## config.mk

```make
export PLATFORM = sky130hd
export DESIGN_NAME = multiword_add_seq
export DESIGN_NICKNAME = d
export VERILOG_FILES = /design/src/rtl/multiword_add_seq.sv
export SDC_FILE = /design/constraint.sdc
export NUM_CORES = 1
export LEC_CHECK = 0
export CELL_PAD_IN_SITES_DETAIL_PLACEMENT = 1
export CELL_PAD_IN_SITES_GLOBAL_PLACEMENT = 1
export CORE_MARGIN = 3
export CORE_UTILIZATION = 40
export DETAILED_ROUTE_END_ITERATION = 16
export PLACE_DENSITY_LB_ADDON = 0.1
export SLEW_MARGIN = 10
export SYNTH_ARGS = -nofsm -noshare
export SYNTH_HDL_FRONTEND = slang
export SYNTH_SLANG_ARGS = --single-unit
```

## constraint.sdc

```tcl
create_clock -name clk -period 4 [get_ports clk]
set_clock_uncertainty 0.2 [all_clocks]
set_input_delay 0.6 -clock clk [delete_from_list [all_inputs] [get_ports clk]]
set_output_delay 0.6 -clock clk [all_outputs]
set_load 0.1 [all_outputs]
```

## src/rtl/multiword_add_seq.sv

```systemverilog
// Multi-word adder that time-multiplexes one N-bit adder over WORDS operand words.
// An accepted start latches the operands and adds one word per cycle, LSW first.

module nBitAdder #(
  parameter int unsigned N = 8
) (
  input  logic [N-1:0] a,
  input  logic [N-1:0] b,
  input  logic         cin,
  output logic [N-1:0] sum_c,
  output logic         cout_c
);

  assign {cout_c, sum_c} = (N+1)'(a) + (N+1)'(b) + (N+1)'(cin);

endmodule

module multiword_add_seq #(
  parameter int unsigned N     = 8,
  parameter int unsigned WORDS = 4
) (
  input  logic                 clk,
  input  logic                 rst,
  input  logic                 start,
  input  logic [N*WORDS-1:0]   a_in,
  input  logic [N*WORDS-1:0]   b_in,
  input  logic                 cin,
  output logic [N*WORDS-1:0]   sum_out,
  output logic                 cout,
  output logic                 busy,
  output logic                 done
);

  localparam int unsigned W  = N * WORDS;
  localparam int unsigned IW = (WORDS > 1) ? $clog2(WORDS) : 1;

  typedef enum logic [1:0] {
    IDLE = 2'd0,
    ADD  = 2'd1,
    DONE = 2'd2
  } state_t;

  state_t         state;
  logic [W-1:0]   a_reg;
  logic [W-1:0]   b_reg;
  logic           carry;
  logic [IW-1:0]  idx;

  logic [N-1:0]   a_word;
  logic [N-1:0]   b_word;
  logic [N-1:0]   add_sum;
  logic           add_cout;

  // Select the operand words addressed by idx
  always_comb begin
    a_word = '0;
    b_word = '0;
    for (int i = 0; i < int'(WORDS); i++) begin
      if (idx == IW'(i)) begin
        a_word = a_reg[i*N +: N];
        b_word = b_reg[i*N +: N];
      end
    end
  end

  nBitAdder #(
    .N (N)
  ) u_adder (
    .a      (a_word),
    .b      (b_word),
    .cin    (carry),
    .sum_c  (add_sum),
    .cout_c (add_cout)
  );

  // Control FSM with datapath registers; busy/done are registered alongside the state
  always_ff @(posedge clk or posedge rst) begin
    if (rst) begin
      state   <= IDLE;
      a_reg   <= '0;
      b_reg   <= '0;
      carry   <= 1'b0;
      idx     <= '0;
      sum_out <= '0;
      cout    <= 1'b0;
      busy    <= 1'b0;
      done    <= 1'b0;
    end else begin
      case (state)
        IDLE: begin
          done <= 1'b0;
          if (start) begin
            a_reg <= a_in;
            b_reg <= b_in;
            carry <= cin;
            idx   <= '0;
            busy  <= 1'b1;
            state <= ADD;
          end
        end
        ADD: begin
          for (int i = 0; i < int'(WORDS); i++) begin
            if (idx == IW'(i)) begin
              sum_out[i*N +: N] <= add_sum;
            end
          end
          carry <= add_cout;
          if (idx == IW'(WORDS - 1)) begin
            idx   <= '0;
            cout  <= add_cout;
            busy  <= 1'b0;
            done  <= 1'b1;
            state <= DONE;
          end else begin
            idx <= idx + IW'(1);
          end
        end
        DONE: begin
          done  <= 1'b0;
          state <= IDLE;
        end
        default: begin
          busy  <= 1'b0;
          done  <= 1'b0;
          state <= IDLE;
        end
      endcase
    end
  end

endmodule
```

==> metrics, run 1 <==
Async S/R FF share, synth=1.00; CP dominant cell by count=fa_1; Crit path required time=3.99 ns; placed insts=653; CP arrival=3.57 ns; Clock Latency Late Sink=0.34 ns; Final Hold Fails=0; critical path fanouts, max=11; ys flop type=dfrtp_1; vias in the first global route=3737; buffers inserted by post-CTS timing repair=0; # setup viols final=0; # rows=39; CTS sink cnt=104; first-pass GRT wire length=19.8 mm; CTS H-Tree Depth=3; cell area after layout=6310 um2; CTS tree=yes; drt wl/cell=18.3 um; Final ANT Viol Nets=0; Post-Place Worst Slack=0.457 ns; clock root buffer=clkbuf_16; fin. max-slew vios=0; crit end category=register; Post-synth EDFFs=0; total gr overflow=0; most instantiated library cell after synthesis=dfrtp_1; number of top-level pins=103; Yosys cell types=35; vias=3565; Final Non-Filler Cells=669; Cells after Synth=425; worst rel slew slack=0.345; DRC viols=0; die area=13400 um2; Area contributors post-synth=dfrtp_1, mux2_2, nand2_1, a21oi_1, o31ai_1; Post-Route WL=12.2 mm; outcome=completed; Syn-to-layout area delta=30.6%; RSZ-0062 raised after global routing=no; Synthesized Nets=506; First-pass DRT Iterations=4; area occupied by multi-input gates=2090 um2; Final period util=0.893; ANT cells=0; post-CTS sizing=0; cts hold-fix bufs=0; Synth Warn #=0; CP Launch Type=register; register area share after synthesis=0.539; Starting DRT DRC Count=155; worst-margin pin slew=0.979 ns; total CTS buffers=9; Avg Synthesized Cell Area=11.4 um2; filler cell count in the final layout=1223; worst setup margin=0.429 ns; Die W=116 um; CTS max path bufs=2; min Tclk post-route=3.57 ns; area of the mapped netlist=4830 um2; Routability Congestion=0.791; biggest cell delay along the critical path=0.54 ns; area occupied by registers=2600 um2; Worst path slowest cell=nor4_1; area share of the largest cell type after synthesis=0.539; initial antenna violation count=0; number of buffers added on ports=102; worst setup path category=reg -> reg; Core Box Area=11600 um2; Die Y-Extent=116 um; layout cells sized above 1=0.171; Clk pin slew, worst setup/hold paths=0.07 ns; largest net degree at the start of global routing=66; Hold Crit Class=reg -> reg; total of max-cap violations=0; FF+latch count, synth=104; vias per std cell=5.33; GRT Total Usage=0.190; Final #Nets=602; Initial Utilization=0.416; placed cell area=5970 um2; CP cell instances=inv_1 > ha_1 > nor2b_1 > a221oi_1 > nor3_1 > a21oi_1 > fa_1 > fa_1 > nor2b_4 > o2111a_1 > nor4_1 > o31ai_1; HPWL after detailed placement=8.96 mm; Fmax=280 MHz; Post-synth top cells=dfrtp_1, mux2_2, nand2_1, a21oi_1, o21ai_0; setup TNS after final layout=0 ns; cell taking the most area after synthesis=dfrtp_1
-- per-stage QoR --
stage	hold slack (ns)	util
floorplan	0.263	-
global placement	0.262	0.514
detailed placement	0.270	0.514
CTS	0.282	0.543
global route	0.306	0.543
finish	0.277	0.543
-- final timing paths --
check / from / endpoint / slack (ns) / cells past startpoint
setup / recovery: idx[1] / sum_out[14] / 0.43 / 12
hold / removal: sum_out[27] / sum_out[27] / 0.28 / 2
setup reg to reg: idx[1] / sum_out[14] / 0.43 / 12
hold reg to reg: sum_out[27] / sum_out[27] / 0.28 / 2
max in group asynchronous: rst / b_reg[20] / 2.35 / 3
min in group asynchronous: rst / sum_out[0] / 0.40 / 2
-- metal layers --
layer	routed length, um	vias to the layer above	track usage
li1	-	1709	-
met1	5670	1773	0.261
met2	5960	72	0.316
met3	406	11	0.0219
met4	172	0	0.0580
met5	0	-	0
-- area by class of cell --
cell class / count / share of cell area
Sequential cell: 104 / 0.413
Clock buffer: 10 / 0.0363
Tap cell: 143 / 0.0284
Multi-Input combinational cell: 290 / 0.331
Clock inverter: 6 / 0.0171
Inverter: 7 / 0.00456
Timing Repair Buffer: 109 / 0.170
-- cells in the final DEF (no fill, tap or decap), types with 3 or more instances in the layout --
cell / instances
dfrtp_1: 104
bufinv_16: 3
clkbuf_16: 9
o21a_1: 5
nand3_1: 3
nand2_1: 63
clkdlybuf4s50_1: 102
inv_1: 6
ha_1: 11
buf_4: 7
o31ai_1: 22
a221oi_1: 4
nor3_1: 9
nand3b_1: 12
a21o_1: 4
nor2b_1: 10
o21ai_0: 28
mux2_2: 64
a21oi_1: 34
-- worst max-delay path: cells and delay by family, from the launching register on --
kind,cells,cell delay [ns]
AOI/OAI and AO/OA,4,0.98
buffers and inverters,1,0.10
adders and majority gates,3,0.92
and+or+nand+nor,4,0.81
DFF,1,0.42
-- cell families after synthesis --
logic type / Yosys count / share of synthesized area
simple gates: 104 / 0.103
xor+xnor: 1 / 0.00181
flops: 104 / 0.539
buf+inv: 31 / 0.0303
mux: 66 / 0.153
fa+ha+maj: 13 / 0.0368
compound gates: 106 / 0.136
Power of run 1 is not shown: default switching activity piles up to over one toggle a cycle in this logic, so the estimate is an artifact.
==> run 2, diff against run 1 <==
--- a/config.mk
+++ b/config.mk
@@ -10,6 +10,7 @@
 export CORE_MARGIN = 3
 export CORE_UTILIZATION = 40
 export DETAILED_ROUTE_END_ITERATION = 16
+export GPL_ROUTABILITY_DRIVEN = 0
 export PLACE_DENSITY_LB_ADDON = 0.1
 export SLEW_MARGIN = 10
 export SYNTH_ARGS = -nofsm -noshare
==> results of run 2 <==
The final DEF is identical to that of run 1; final timing and power are the same.
Power of run 2 is left out for the same reason.
